$ cat src/rtl/three_parallel_fir.sv
// 3-parallel direct-form FIR: three sub-filters share one TAPS-1 sample history
// and produce y[3m], y[3m+1], y[3m+2] every clock, registered at full precision.
module three_parallel_fir #(
    parameter int                 TAPS   = 9,
    parameter logic [TAPS*16-1:0] COEFFS = {16'sd9, 16'sd8, 16'sd7, 16'sd6, 16'sd5,
                                            16'sd4, 16'sd3, 16'sd2, 16'sd1}
) (
    input  logic               clk,
    input  logic               rst,
    input  logic signed [15:0] din1,
    input  logic signed [15:0] din2,
    input  logic signed [15:0] din3,
    output logic signed [63:0] dout1,
    output logic signed [63:0] dout2,
    output logic signed [63:0] dout3
);

    localparam int DATA_W = 16;
    localparam int COEF_W = 16;
    localparam int PROD_W = DATA_W + COEF_W;
    // One guard bit beyond clog2(TAPS) so a sum of TAPS extreme products never wraps.
    localparam int ACC_W  = PROD_W + $clog2(TAPS) + 1;
    localparam int OUT_W  = 64;
    localparam int HIST   = TAPS - 1;
    localparam int WIN    = TAPS + 2;

    function automatic logic signed [COEF_W-1:0] coef(input int k);
        return $signed(COEFFS[k*COEF_W +: COEF_W]);
    endfunction

    function automatic logic signed [ACC_W-1:0] mac(
        input logic signed [ACC_W-1:0]  acc,
        input logic signed [COEF_W-1:0] h,
        input logic signed [DATA_W-1:0] x
    );
        logic signed [PROD_W-1:0] p;
        p = PROD_W'(h) * PROD_W'(x);
        return acc + ACC_W'(p);
    endfunction

    function automatic logic signed [OUT_W-1:0] sext_out(input logic signed [ACC_W-1:0] a);
        return OUT_W'(a);
    endfunction

    logic signed [DATA_W-1:0] hist_q [HIST];
    logic signed [DATA_W-1:0] hist_d [HIST];
    logic signed [DATA_W-1:0] win    [WIN];
    logic signed [OUT_W-1:0]  y_q    [3];
    logic signed [OUT_W-1:0]  y_d    [3];

    // Window = stored history (oldest first) followed by the three new samples.
    always_comb begin
        for (int i = 0; i < HIST; i++) begin
            win[i] = hist_q[i];
        end
        win[HIST]     = din1;
        win[HIST + 1] = din2;
        win[HIST + 2] = din3;
    end

    always_comb begin
        logic signed [ACC_W-1:0] acc;
        for (int j = 0; j < 3; j++) begin
            acc = '0;
            for (int i = 0; i < TAPS; i++) begin
                acc = mac(acc, coef(i), win[HIST + j - i]);
            end
            y_d[j] = sext_out(acc);
        end
        for (int i = 0; i < HIST; i++) begin
            hist_d[i] = win[i + 3];
        end
    end

    // Stage boundary: history and outputs register on the same edge.
    always_ff @(posedge clk or posedge rst) begin
        if (rst) begin
            hist_q <= '{default: '0};
            y_q    <= '{default: '0};
        end else begin
            hist_q <= hist_d;
            y_q    <= y_d;
        end
    end

    assign dout1 = y_q[0];
    assign dout2 = y_q[1];
    assign dout3 = y_q[2];

endmodule

$ cat config.mk
export PLATFORM = sky130hd
export DESIGN_NAME = three_parallel_fir
export DESIGN_NICKNAME = d
export VERILOG_FILES = /design/src/rtl/three_parallel_fir.sv
export SDC_FILE = /design/constraint.sdc
export NUM_CORES = 2
export LEC_CHECK = 0
export BUFFER_PORTS_ARGS = -buffer_cell sky130_fd_sc_hd__buf_2
export CORE_MARGIN = 1
export CORE_UTILIZATION = 34
export CTS_BUF_LIST = sky130_fd_sc_hd__clkbuf_4
export DETAILED_ROUTE_END_ITERATION = 6
export SLEW_MARGIN = 10
export SYNTH_ARGS = -nofsm -noshare
export SYNTH_HDL_FRONTEND = slang
export SYNTH_SLANG_ARGS = --single-unit
$ cat constraint.sdc
create_clock -name clk -period 8.89 [get_ports clk]
set_input_delay 0.4445 -clock clk [delete_from_list [all_inputs] [get_ports clk]]
set_output_delay 0.4445 -clock clk [all_outputs]
set_load 0.02 [all_outputs]
==> impl_metrics.tcl <==
set metrics [dict create \
    drv_slew 0 \
    grt_max_degree 82 \
    yosysSeqAreaShare 0.167 \
    finalSetupViolCount 0 \
    syn-cell-area_mm2 0.0309 \
    dp_hpwl_mm 64.6 \
    first_global_vias 20800 \
    rsz0062_at_grt "no" \
    synth_fp_nets 3977 \
    cts_buffers 59 \
    yosysWarnings 0 \
    die_w_um 303 \
    placed_area_mm2 0.0327 \
    cts_max_level 2 \
    slew_headroom 0.398 \
    filler_cell_count 9024 \
    antenna_found_initial 5 \
    clkSinkCount 206 \
    cpLargestDelayFamily "adder cells" \
    slowest_stage "fa_1" \
    finClkSkew_ns 0.0983 \
    drive_gt1_frac 0.112 \
    io_buffers 241 \
    syn2layout_area_growth_pct 9.92 \
    wl_mm 75.7 \
    hold_class "input pin to async pin" \
    clkTransAtPathRegs_ns 0.07 \
    netlist_instances 2879 \
    clk_latency_ns 0.91 \
    fmax_ghz 0.122 \
    synth_edf_count 0 \
    critical-path-max-stage-delay_ns 0.58 \
    overflow 0 \
    firstDrtPassIters 5 \
    postRouteAntennaNets 0 \
    path_buf_inv 4 \
    drtIter0Drc 904 \
    route.detailed.drc 0 \
    cts_max_path_buffers 3 \
    vias 18900 \
    coreArea_mm2 0.0900 \
    drv_cap 0 \
    cts_resized 0 \
    ys.flop_type "dfrtp_1" \
    postSynthAreaPerCell_um2 10.7 \
    io-pin-count 242 \
    finalCritPeriodShare 0.921 \
    status "completed" \
    setup_tns_ns 0 \
    rows 110 \
    wl_per_cell_um 17.5 \
    critPathMaxFanout 6 \
    final_hold_viol_count 0 \
    crit_arrival_ns 8.90 \
    crit_type "flop to flop" \
    globalplace.congestion 0.873 \
    period_needed_ns 8.19 \
    synth-seq-cells 206 \
    nNetsFinal 4213 \
    tightestPinTransition_ns 0.902 \
    cts-root-buf "clkbuf_4" \
    crit_path_frequent_cell "fa_1" \
    synth-async-reset-ratio 1.00 \
    die_height_um 303 \
    die_area_mm2 0.0920 \
    utilization 0.377 \
    cp-end-kind "flop" \
    hold_ws_ns 0.168 \
    initial_core_util 0.343 \
    synth_cell_type_count 67 \
    grt_usage 0.176 \
    grt_pass1_wl_mm 121 \
    cts_tree "done" \
    crit_required_ns 9.60 \
    final_cell_area_mm2 0.0339 \
    viasPerCell 4.37 \
    crit_path_start_kind "flop" \
]
## cell families (layout without fill, tap and decap cells)
| group | Yosys count | in the layout | synth area share |
|---|---|---|---|
| AO/OA/AOI/OAI | 267 | 267 | 0.0567 |
| other | 0 | 1 | 0 |
| buffers and inverters | 1079 | 1355 | 0.145 |
| flip-flops | 206 | 206 | 0.167 |
| adder cells (fa/ha/maj) | 1048 | 1048 | 0.576 |
| AND/OR/NAND/NOR | 192 | 192 | 0.0309 |
| XOR/XNOR | 87 | 87 | 0.0247 |
## metal layers
layer,track usage,up-vias,wire (um)
met3,0.0271,138,2960
li1,-,8991,-
met4,0.0551,8,2520
met1,0.224,9395,32100
met2,0.305,391,38100
met5,0,-,50
## cells in the final DEF, fill, tap and decap left out, types with 26 or more instances in the layout
cell and n:
fa_1 620, xor2_1 26, ha_1 428, inv_1 958, a21o_1 33, buf_2 241, xnor2_1 61, clkbuf_4 81
nand2_1 49, dlygate4sd3_1 49, o21ai_0 46, a21oi_1 81, dfrtp_1 205, nor2_1 51
## through the flow
| stage | setup WS [ns] | cells |
|---|---|---|
| after floorplan | 1.71 | 2879 |
| after global placement | 0.913 | 4181 |
| after detailed placement | 0.869 | 4181 |
| after CTS | 0.792 | 4331 |
| after global routing | 0.152 | 4332 |
| final | 0.704 | 4332 |
## timing repair
action                                 CTS  global route
hold buffers                            49             0
endpoints found under the hold margin  129             0
buffers inserted                         0             0
## worst register-to-register path, delay by kind of cell (launching register included)
family | cells | cell delay, ns
adders and majority gates | 10 | 4.36
AOI/OAI and AO/OA | 11 | 2.77
DFF | 1 | 0.47
buffers and inverters | 4 | 0.24
and+or+nand+nor | 2 | 0.21
## sequential cells by signal, summed over array words and instances (netlist names)
signal,cells
dout3,26
hist_q,48
dout1,26
dout2,26
hist_d,80
## layout make-up
cell class              instances  area (um^2)  area share
diodes                          1         2.50   0.0000737
inverters                     959         3610       0.106
clock buffers                  81          608      0.0179
well taps                    1176         1470      0.0434
clock inverters                20          116     0.00343
repair buffers                295         1730      0.0511
multi-input cells            1594        21200       0.626
flip-flops and latches        206         5160       0.152
## Yosys cell counts (all sizes together) (12+ instances only)
cell type	instances	area [um^2]
dfrtp	206	5150
nor2b	23	151
nand2b	12	75.1
nand2	49	184
fa	620	12400
a31oi	13	103
a21oi	81	405
nor2	52	198
o21a	18	135
nor3	13	65.1
o21ai	54	270
xnor2	61	534
ha	428	5360
xor2	26	228
a21o	33	248
inv	959	3600
o21bai	12	93.8
buf	114	856
## worst paths after layout
path | startpoint | endpoint | slack, ns | cells after the start
max | hist_d[97] | dout2[22] | 0.70 | 27
min | rst | dout3[25] | 0.17 | 3
max reg2reg | hist_d[97] | dout2[22] | 0.70 | 27
min reg2reg | hist_d[53] | hist_d[101] | 0.48 | 0
max in group asynchronous | rst | hist_q[116] | 7.25 | 4
min in group clk | din3[14] | hist_d[62] | 0.23 | 2
Power is not shown: default switching activity piles up to over one toggle a cycle in this logic, so the estimate is an artifact.
